==> src/rtl/vca_pkg.sv <==
// Shared types and constants for the vca_mul amplifier stage and its serial multiplier.
package vca_pkg;

    localparam int          GAIN_W     = 16;
    localparam logic [15:0] GAIN_UNITY = 16'hFFFF;
    localparam int          MUL_CYCLES = 16;
    localparam int          CNT_W      = $clog2(MUL_CYCLES);

    typedef enum logic [1:0] {
        IDLE = 2'd0,
        SQR  = 2'd1,
        MUL  = 2'd2
    } state_t;

endpackage

==> src/rtl/vca_mul_serial_mul.sv <==
// Shift-add multiplier: one multiplier bit per cycle, LSB first, over MUL_CYCLES cycles.
// done is asserted during the final cycle and product already includes that cycle's add.
module serial_mul
    import vca_pkg::*;
#(
    parameter int AW = 16
) (
    input  logic                 clk,
    input  logic                 rst,
    input  logic                 start,
    input  logic                 a_signed,
    input  logic [AW-1:0]        a,
    input  logic [GAIN_W-1:0]    b,
    output logic                 done,
    output logic [AW+GAIN_W-1:0] product
);

    localparam int PW = AW + GAIN_W;

    logic [PW-1:0]     mcand_reg;
    logic [PW-1:0]     acc_reg;
    logic [GAIN_W-1:0] mplier_reg;
    logic [CNT_W-1:0]  cnt_reg;
    logic              busy_reg;
    logic [PW-1:0]     acc_next;
    logic              ext_bit;

    assign ext_bit  = a_signed & a[AW-1];
    assign acc_next = acc_reg + (mplier_reg[0] ? mcand_reg : '0);
    assign done     = busy_reg && (cnt_reg == CNT_W'(MUL_CYCLES - 1));
    assign product  = acc_next;

    // Accumulation is modulo 2^PW, so the same adder serves signed and unsigned operands.
    always_ff @(posedge clk or posedge rst) begin
        if (rst) begin
            mcand_reg  <= '0;
            acc_reg    <= '0;
            mplier_reg <= '0;
            cnt_reg    <= '0;
            busy_reg   <= 1'b0;
        end else if (start) begin
            mcand_reg  <= {{GAIN_W{ext_bit}}, a};
            acc_reg    <= '0;
            mplier_reg <= b;
            cnt_reg    <= '0;
            busy_reg   <= 1'b1;
        end else if (busy_reg) begin
            acc_reg    <= acc_next;
            mcand_reg  <= mcand_reg << 1;
            mplier_reg <= mplier_reg >> 1;
            cnt_reg    <= cnt_reg + 1'b1;
            if (done) begin
                busy_reg <= 1'b0;
            end
        end
    end

endmodule

==> src/rtl/vca_mul.sv <==
// Serial VCA: scales a signed sample by envelope gain env[31:16] (Q0.16).
// Define VCA_EXP_CURVE_EN to square the gain first (quasi-exponential loudness curve).
module vca_mul
    import vca_pkg::*;
#(
    parameter int DW = 16
) (
    input  logic          clk,
    input  logic          rst,
    input  logic [31:0]   env,
    input  logic          in_valid,
    input  logic [DW-1:0] in_sample,
    output logic          in_ready,
    output logic          out_valid,
    output logic [DW-1:0] out_sample,
    output logic [7:0]    drop_cnt
);

    localparam int AW = (DW > GAIN_W) ? DW : GAIN_W;
    localparam int PW = AW + GAIN_W;

    state_t            state_reg;
    logic [DW-1:0]     sample_reg;
    logic [DW-1:0]     out_sample_reg;
    logic              bypass_reg;
    logic              out_valid_reg;
    logic [7:0]        drop_cnt_reg;

    logic [GAIN_W-1:0] env_gain;
    logic              accept;
    logic              mul_start;
    logic              mul_signed;
    logic              mul_done;
    logic [AW-1:0]     mul_a;
    logic [GAIN_W-1:0] mul_b;
    logic [PW-1:0]     mul_p;
    logic [DW-1:0]     scaled;
    logic              spare_unused;

    assign env_gain     = env[31:16];
    assign accept       = in_valid && (state_reg == IDLE);
    assign scaled       = mul_p[GAIN_W +: DW];
    assign spare_unused = ^{env[GAIN_W-1:0], mul_p[GAIN_W-1:0]};

    assign in_ready   = (state_reg == IDLE);
    assign out_valid  = out_valid_reg;
    assign out_sample = out_sample_reg;
    assign drop_cnt   = drop_cnt_reg;

`ifdef VCA_EXP_CURVE_EN
    // Acceptance squares the gain; the SQR result feeds straight into the MUL pass.
    always_comb begin
        mul_start  = accept || ((state_reg == SQR) && mul_done);
        mul_a      = AW'(env_gain);
        mul_b      = env_gain;
        mul_signed = 1'b0;
        if (state_reg == SQR) begin
            mul_a      = AW'($signed(sample_reg));
            mul_b      = mul_p[GAIN_W +: GAIN_W];
            mul_signed = 1'b1;
        end
    end
`else
    always_comb begin
        mul_start  = accept;
        mul_a      = AW'($signed(in_sample));
        mul_b      = env_gain;
        mul_signed = 1'b1;
    end
`endif

    serial_mul #(
        .AW(AW)
    ) u_mul (
        .clk     (clk),
        .rst     (rst),
        .start   (mul_start),
        .a_signed(mul_signed),
        .a       (mul_a),
        .b       (mul_b),
        .done    (mul_done),
        .product (mul_p)
    );

    // Bypass samples still run the multiplier so latency is identical to the normal path.
    always_ff @(posedge clk or posedge rst) begin
        if (rst) begin
            state_reg      <= IDLE;
            sample_reg     <= '0;
            bypass_reg     <= 1'b0;
            out_valid_reg  <= 1'b0;
            out_sample_reg <= '0;
            drop_cnt_reg   <= '0;
        end else begin
            out_valid_reg <= 1'b0;
            if (in_valid && (state_reg != IDLE) && (drop_cnt_reg != 8'hFF)) begin
                drop_cnt_reg <= drop_cnt_reg + 8'd1;
            end
            case (state_reg)
                IDLE: begin
                    if (in_valid) begin
                        sample_reg <= in_sample;
                        bypass_reg <= (env_gain == GAIN_UNITY);
`ifdef VCA_EXP_CURVE_EN
                        state_reg  <= SQR;
`else
                        state_reg  <= MUL;
`endif
                    end
                end
`ifdef VCA_EXP_CURVE_EN
                SQR: begin
                    if (mul_done) begin
                        state_reg <= MUL;
                    end
                end
`endif
                MUL: begin
                    if (mul_done) begin
                        state_reg      <= IDLE;
                        out_valid_reg  <= 1'b1;
                        out_sample_reg <= bypass_reg ? sample_reg : scaled;
                    end
                end
                default: state_reg <= IDLE;
            endcase
        end
    end

endmodule

==> config.mk <==
export PLATFORM = sky130hd
export DESIGN_NAME = vca_mul
export DESIGN_NICKNAME = d
export VERILOG_FILES = /design/src/rtl/vca_pkg.sv /design/src/rtl/vca_mul_serial_mul.sv /design/src/rtl/vca_mul.sv
export SDC_FILE = /design/constraint.sdc
export NUM_CORES = 1
export LEC_CHECK = 0
export ABC_AREA = 1
export ABC_CLOCK_PERIOD_IN_PS = 5300
export BUFFER_PORTS_ARGS = -buffer_cell sky130_fd_sc_hd__buf_2
export CORE_UTILIZATION = 45
export CTS_BUF_LIST = sky130_fd_sc_hd__clkbuf_16
export DETAILED_ROUTE_END_ITERATION = 7
export SETUP_SLACK_MARGIN = 0.15
export SLEW_MARGIN = 20
export SYNTH_ARGS = -nofsm -noshare
export SYNTH_HDL_FRONTEND = slang
export SYNTH_SLANG_ARGS = --single-unit
==> constraint.sdc <==
create_clock -name clk -period 5.3 [get_ports clk]
set_clock_uncertainty 0.15 [all_clocks]
set_input_delay 0.265 -clock clk [delete_from_list [all_inputs] [get_ports clk]]
set_output_delay 0.265 -clock clk [all_outputs]
set_load 0.01 [all_outputs]
==> key figures, run 1 <==
Synth
  – Count of different cell masters after synthesis: 38
  – Mux share of post-synthesis cell area: 0%
  – Xor/xnor share of the synthesized area: 1.12%
  – Instance count of the mapped netlist: 1137
  – Total nets after synthesis: 1222
  – Synth Warn #: 0
  – Register area share after synthesis: 40.8%
  – Largest family of logic cells by synthesized area: simple AND/OR/NAND/NOR gates
  – EDFF count, synth: 0
  – Area fraction in compound gates after synthesis: 10.9%
  – Primary FF master, synth: dfrtp_1
  – Cell area after synthesis: 7850 um2
  – Synthesized-area fraction occupied by adder cells: 5.51%
  – Area share of and/or/nand/nor cells after synthesis: 29.0%
  – Post-synthesis async set-or-reset flop share: 100%
  – Flip-flop and latch count after synthesis: 128
  – Average footprint of a synthesized cell: 6.91 um2

Global route
  – Maximum number of pins on one net before global-route repair: 83
  – Antenna violations before repair: 0
  – Final global-route overflow total: 0
  – Global-route wire length before repair: 35700 um
  – Number of global-route vias before repair: 6903
  – Total routing resource utilization after global routing: 26.0%

Timing
  – Final-report hold violation count: 0
  – Number of max-slew violations in the final report: 0
  – Final worst path period need: 3.00 ns
  – Final worst path period share: 56.7%
  – Setup repair after global routing missed its margin: false
  – Measured slew at the worst slew-check pin: 0.961 ns
  – Headroom to the max-slew limit: 35.9%
  – Final number of setup-violating endpoints: 0
  – Top achievable clock speed: 0.333 GHz
  – Sum of negative setup slack: 0 ns

Routing
  – Via density: 4.89
  – Number of remaining DRC errors: 1
  – Wirelength per Cell: 14.8 um
  – Detail Route Antenna Nets: 0
  – Via count of the routed design: 7109
  – Total routed wirelength: 21600 um
  – Number of search-and-repair iterations in the first detailed-routing pass: 8
  – Initial DRC count: 638

Placement
  – Port-buffer cells: 60
  – Final GP Congestion: 0.914
  – Post-detail-place hpwl: 15200 um

Floorplan
  – Initial Util: 46.7%
  – Io pins: 77
  – Chip width: 134 um
  – Core Region: 16800 um2
  – Chip Height: 134 um
  – Row count: 47
  – Die footprint: 18000 um2

CTS
  – Clk root buf: clkbuf_16
  – Post-cts hold buffer count: 31
  – Clock transition at path regs: 0.06 ns
  – H-tree level count: 4
  – Number of buffers on the longest clock path: 2
  – Number of buffers created by CTS: 17
  – Post-CTS resize count: 0
  – Clock sinks: 128
  – CTS tree: yes
  – Setup Buffers After CTS: 0
  – Clock latency at the later pin of the worst-skew pair: 0.42 ns

Worst setup path
  – Critical-path cell with the highest stage delay: fa_1
  – Worst Setup End Kind: flip-flop
  – R2R setup slack: 2.30 ns
  – Length in cells of the worst reg-to-reg path: 16
  – CP Max Fanout: 32
  – CP max stage delay: 0.39 ns
  – WS Path Type: flip-flop to flip-flop
  – Endpoint of the worst-slack reg-to-reg timing path: out_sample[4]
  – Setup crit start kind: flip-flop
  – Arrival time of data at the critical path endpoint: 3.17 ns
  – Required time of the critical path: 5.46 ns
  – Cells along the critical path: buf_4 -> nand2_1 -> inv_1 -> ha_1 -> inv_1 -> fa_1 -> inv_1 -> nand3_1 -> nand3_1 -> nand3_1 -> nand3_1 -> nand2_1 -> nand3_1 -> nand3_1 -> nand2_1 -> nand2_1
  – Worst path most repeated cell: nand3_1
  – Startpoint of the worst register-to-register path: u_mul.mplier_reg[0]

Layout
  – Share of final-layout standard cells stronger than drive strength 1: 9.00%
  – Final core utilization: 54.8%
  – Filler cell count in the final layout: 1657
  – Synth-to-Final Area Change: 17.4%
  – Layout Nets: 1305
  – ANT cells: 0

Hold path
  – WHS Endpoint: state_reg[1]
  – Hold path start: in_valid
  – Classification of the worst-slack hold path: primary input to flip-flop
  – Depth of the worst hold-timing path: 3

Run
  – Number of maximum-capacitance constraint violations: 0

Power and ir drop
  – P_leak: 0.00542 uW
  – Pwr/cell area: 472 nW/um2
  – Worst IR drop on VDD: 0.000334 V

Run status
  – Violations in the final reports: design-rule violations
  – Run status: finished, violations left
-- worst max-delay path by stage --
stage / end / startpoint / slack [ns]
2_1_floorplan: bypass_reg / rst / 1.47
3_3_place_gp: out_sample[4] / u_mul.mplier_reg[0] / 2.35
3_5_place_dp: out_sample[4] / u_mul.mplier_reg[0] / 2.33
4_1_cts: out_sample[4] / u_mul.mplier_reg[0] / 2.30
5_1_grt: out_sample[4] / u_mul.mplier_reg[0] / 2.05
6_report: out_sample[4] / u_mul.mplier_reg[0] / 2.30
-- layout make-up --
type	count	area (um2)	area share (%)
Multi-Input combinational cell	752	3670	39.8
Sequential cell	128	3200	34.7
Inverter	225	850	9.22
Timing Repair Buffer	96	648	7.03
Clock buffer	17	425	4.62
Tap cell	220	275	2.99
Clock inverter	15	150	1.63
-- power by group --
group / total [uW] / leakage (uW) / internal (uW) / switching (uW)
Sequential: 1590 / 0.00166 / 1360 / 226
Clock: 1150 / 0.000282 / 661 / 493
Combinational: 1610 / 0.00348 / 558 / 1050
-- routing by layer --
metal | vias to the layer above | global-route usage (%) | wire length (um) | part of all wire [%]
met4 | 0 | 7.55 | 393 | 1.8
met2 | 149 | 40.4 | 9630 | 45
met1 | 3247 | 37.2 | 10700 | 49
met5 | - | 0 | 0 | 0
met3 | 26 | 4.42 | 865 | 4.0
li1 | 3687 | - | - | -
-- placed cells by master, fill, tap and decap left out, types with 2 or more instances in the layout --
cell / synthesis / layout
o21bai_1: 2 / 2
nor2_1: 44 / 43
buf_2: 15 / 60
clkbuf_16: 0 / 17
nand2_2: 2 / 2
dlygate4sd3_1: 0 / 31
ha_1: 33 / 33
o21ai_0: 35 / 35
inv_2: 4 / 4
nor2_4: 0 / 2
a21oi_1: 43 / 43
dfrtp_1: 128 / 128
xnor2_1: 6 / 6
a32o_1: 3 / 3
o22ai_1: 2 / 2
clkinv_1: 1 / 2
nand3_1: 50 / 50
inv_1: 220 / 219
o211ai_1: 9 / 9
inv_8: 0 / 3
o221ai_1: 30 / 30
clkinv_4: 0 / 3
inv_6: 0 / 6
xor2_1: 4 / 4
nand2_1: 460 / 460
a22o_1: 2 / 2
buf_4: 3 / 5
nor2_2: 3 / 2
nor3_1: 4 / 4
nand4_1: 6 / 6
or2_2: 2 / 2
-- through the flow --
| step | std cells | setup slack (ns) | total power [uW] | instance area (um2) | hold WS, ns |
|---|---|---|---|---|---|
| 3_5_place_dp | 1390 | 2.33 | 3190 | 8330 | 0.311 |
| 2_1_floorplan | 1137 | 1.47 | 2700 | 7850 | 0.236 |
| 3_3_place_gp | 1390 | 2.35 | 3170 | 8330 | 0.310 |
| 4_1_cts | 1453 | 2.30 | 4380 | 9220 | 0.00572 |
| 5_1_grt | 1453 | 2.05 | 4670 | 9220 | 0.0337 |
| 6_report | 1453 | 2.30 | 4350 | 9220 | 0.0108 |
-- cells by family after synthesis --
| family | Yosys count |
|---|---|
| buffers and inverters | 257 |
| adders and majority gates | 34 |
| AOI/OAI and AO/OA | 133 |
| DFF | 128 |
| xor gates and xnor gates | 10 |
| and+or+nand+nor | 575 |
-- critical path, delay by kind of cell, from the launching register on --
kind	cells	cell delay (ns)
adders and majority gates	2	0.57
buffers and inverters	4	0.59
DFF	1	0.34
and+or+nand+nor	10	1.23
-- Yosys cell counts, drive strengths merged (3+ instances only) --
master  instances  area (um2)
o21ai          35         175
nor2           47         184
xor2            4        35.0
a32o            3        30.0
o211ai          9        67.6
nand2         462        1740
o221ai         30         263
clkbuf         14        52.6
nand4           6        37.5
nand3          50         250
buf            18        97.6
inv           224         841
ha             33         413
a21oi          43         215
nor3            5        36.3
dfrtp         128        3200
xnor2           6        52.6
No activity file was read; power rests on OpenSTA's default activity.
==> inputs of run 2 (changes only) <==
- ABC_CLOCK_PERIOD_IN_PS: 5300 -> 3000
- clock period: 5.3 -> 3 ns (I/O delays scaled with it)
==> key figures, run 2 (synthesis results as in run 1) <==
Placement
  – Cells after DPL: 1395
  – Final GP Congestion: 0.856
  – Post-placement cell area: 8410 um2
  – Post-detail-place hpwl: 15500 um
  – Port-buffer cells: 60

Power and ir drop
  – Switching share of total power: 41.2%
  – Fraction of power consumed by combinational cells: 37.1%
  – P_leak: 0.00548 uW
  – Pwr/cell area: 841 nW/um2
  – Portion of total power attributed to sequential cells: 35.5%
  – Switching power total: 3240 uW
  – Share of power burned in the clock network: 27.4%
  – Cell-internal power: 4620 uW
  – Worst IR drop on VDD: 0.000622 V

Layout
  – Layout Nets: 1312
  – Filler-free cell count of the finished design: 1460
  – Share of final-layout standard cells stronger than drive strength 1: 9.44%
  – Final core utilization: 55.6%
  – Most frequent standard cell in the layout excluding fill and tap cells: nand2_1
  – Area of combinational cells with multiple inputs: 3670 um2
  – Register area: 3200 um2
  – Synth-to-Final Area Change: 19.1%
  – Highest-count cells in the layout ignoring fill and taps: nand2_1, inv_1, dfrtp_1, buf_2, nand3_1
  – Area of all placed cells without fillers: 9350 um2
  – ANT cells: 0
  – Filler cell count in the final layout: 1716

Global route
  – Maximum number of pins on one net before global-route repair: 46
  – Global-route wire length before repair: 34700 um
  – Final global-route overflow total: 0
  – Number of global-route vias before repair: 6809
  – Antenna violations before repair: 0
  – Total routing resource utilization after global routing: 25.2%

Routing
  – Initial DRC count: 480
  – Total routed wirelength: 21200 um
  – Via density: 4.87
  – Number of search-and-repair iterations in the first detailed-routing pass: 7
  – Number of remaining DRC errors: 0
  – Wirelength per Cell: 14.5 um
  – Detail Route Antenna Nets: 0
  – Via count of the routed design: 7117

Timing
  – Hold slack: 0.257 ns
  – Measured slew at the worst slew-check pin: 0.883 ns
  – Headroom to the max-slew limit: 41.0%
  – Final worst path period need: 2.57 ns
  – Final-report hold violation count: 0
  – Top achievable clock speed: 0.388 GHz
  – Final number of setup-violating endpoints: 0
  – Setup repair after global routing missed its margin: false
  – Final worst path period share: 85.8%
  – Sum of negative setup slack: 0 ns
  – Number of max-slew violations in the final report: 0

Worst setup path
  – CP Max Fanout: 32
  – Startpoint of the worst register-to-register path: u_mul.mplier_reg[0]
  – Worst path most repeated cell: nand2_1
  – Cells along the critical path: buf_12 -> nand2_1 -> inv_1 -> ha_1 -> a21oi_1 -> nand2_1 -> nand2_1 -> nand2_1 -> a21oi_1 -> nand2_1 -> nand2_1 -> nand3_1 -> nand2_1 -> nand2_1
  – Critical-path cell with the highest stage delay: dfrtp_1
  – Length in cells of the worst reg-to-reg path: 14
  – CP max stage delay: 0.41 ns
  – Category of cells accounting for the largest share of critical-path delay: simple AND/OR/NAND/NOR gates
  – Setup crit start kind: flip-flop
  – First element of the critical path: u_mul.mplier_reg[0]
  – WS Path Type: flip-flop to flip-flop
  – Endpoint of the worst-slack reg-to-reg timing path: out_sample[14]
  – Arrival time of data at the critical path endpoint: 2.74 ns
  – Required time of the critical path: 3.16 ns
  – R2R setup slack: 0.43 ns
  – Worst Setup End Kind: flip-flop
  – Buffer and inverter count on the worst path: 2

Floorplan
  – Core Region: 16800 um2
  – Chip width: 134 um
  – Initial Util: 46.7%
  – Die footprint: 18000 um2
  – Row count: 47
  – Io pins: 77
  – Chip Height: 134 um

CTS
  – Clock sinks: 128
  – Number of buffers created by CTS: 17
  – Clock transition at path regs: 0.07 ns
  – CTS tree: yes
  – Clock latency at the later pin of the worst-skew pair: 0.43 ns
  – Clk root buf: clkbuf_16
  – H-tree level count: 4
  – Number of buffers on the longest clock path: 2
  – Post-CTS resize count: 0

Hold path
  – Hold path start: in_sample[15]
  – WHS Endpoint: u_mul.mcand_reg[25]
  – Depth of the worst hold-timing path: 3
  – Classification of the worst-slack hold path: primary input to flip-flop

Run
  – Number of maximum-capacitance constraint violations: 0

Run status
  – Run status: completed
-- run 2: worst max path at each step --
| stage | endpoint | depth (start not counted) |
|---|---|---|
| 2_1_floorplan | out_sample[0] | 18 |
| 3_3_place_gp | out_sample[4] | 15 |
| 3_5_place_dp | out_sample[4] | 15 |
| 4_1_cts | out_sample[0] | 16 |
| 5_1_grt | out_sample[10] | 15 |
| 6_report | out_sample[14] | 14 |
-- run 2: through the flow --
stage / setup slack (ns) / power, uW
final: 0.426 / 7860
after global routing: 0.247 / 8400
after CTS: 0.430 / 7900
after detailed placement: 0.443 / 5680
after global placement: 0.475 / 5640
after floorplan: 0.477 / 4760
-- run 2: worst min-delay path, cell delays in order --
cell      delay [ns]
buf_2           0.08
nand2_1         0.36
o221ai_1        0.19
-- run 2: final cells by class --
type / instances / area share [%]
flip-flops and latches: 128 / 34.3
multi-input cells: 752 / 39.2
well taps: 220 / 2.94
repair buffers: 103 / 7.95
clock buffers: 17 / 4.55
inverters: 225 / 9.07
clock inverters: 15 / 2.01
-- run 2: power groups by stage --
stage / logic (uW) / clock network (uW) / registers [uW]
5_1_grt: 3270 / 2250 / 2870
6_report: 2910 / 2150 / 2790
3_3_place_gp: 2840 / 0 / 2800
4_1_cts: 2930 / 2190 / 2790
2_1_floorplan: 1970 / 0 / 2790
3_5_place_dp: 2880 / 0 / 2800
-- run 2: timing repair --
| action | 4_1_cts | 5_1_grt |
|---|---|---|
| endpoints found under the hold margin | 87 | 0 |
| hold buffers | 33 | 0 |
| setup endpoints to repair | 0 | 0 |
| setup buffers | 0 | 0 |
-- run 2: metal layers --
layer	vias up	routed length (um)	global-route usage [%]
met2	148	9380	39.0
met5	-	0	0
met1	3231	10600	36.5
met4	0	244	6.12
li1	3719	-	-
met3	19	993	4.54
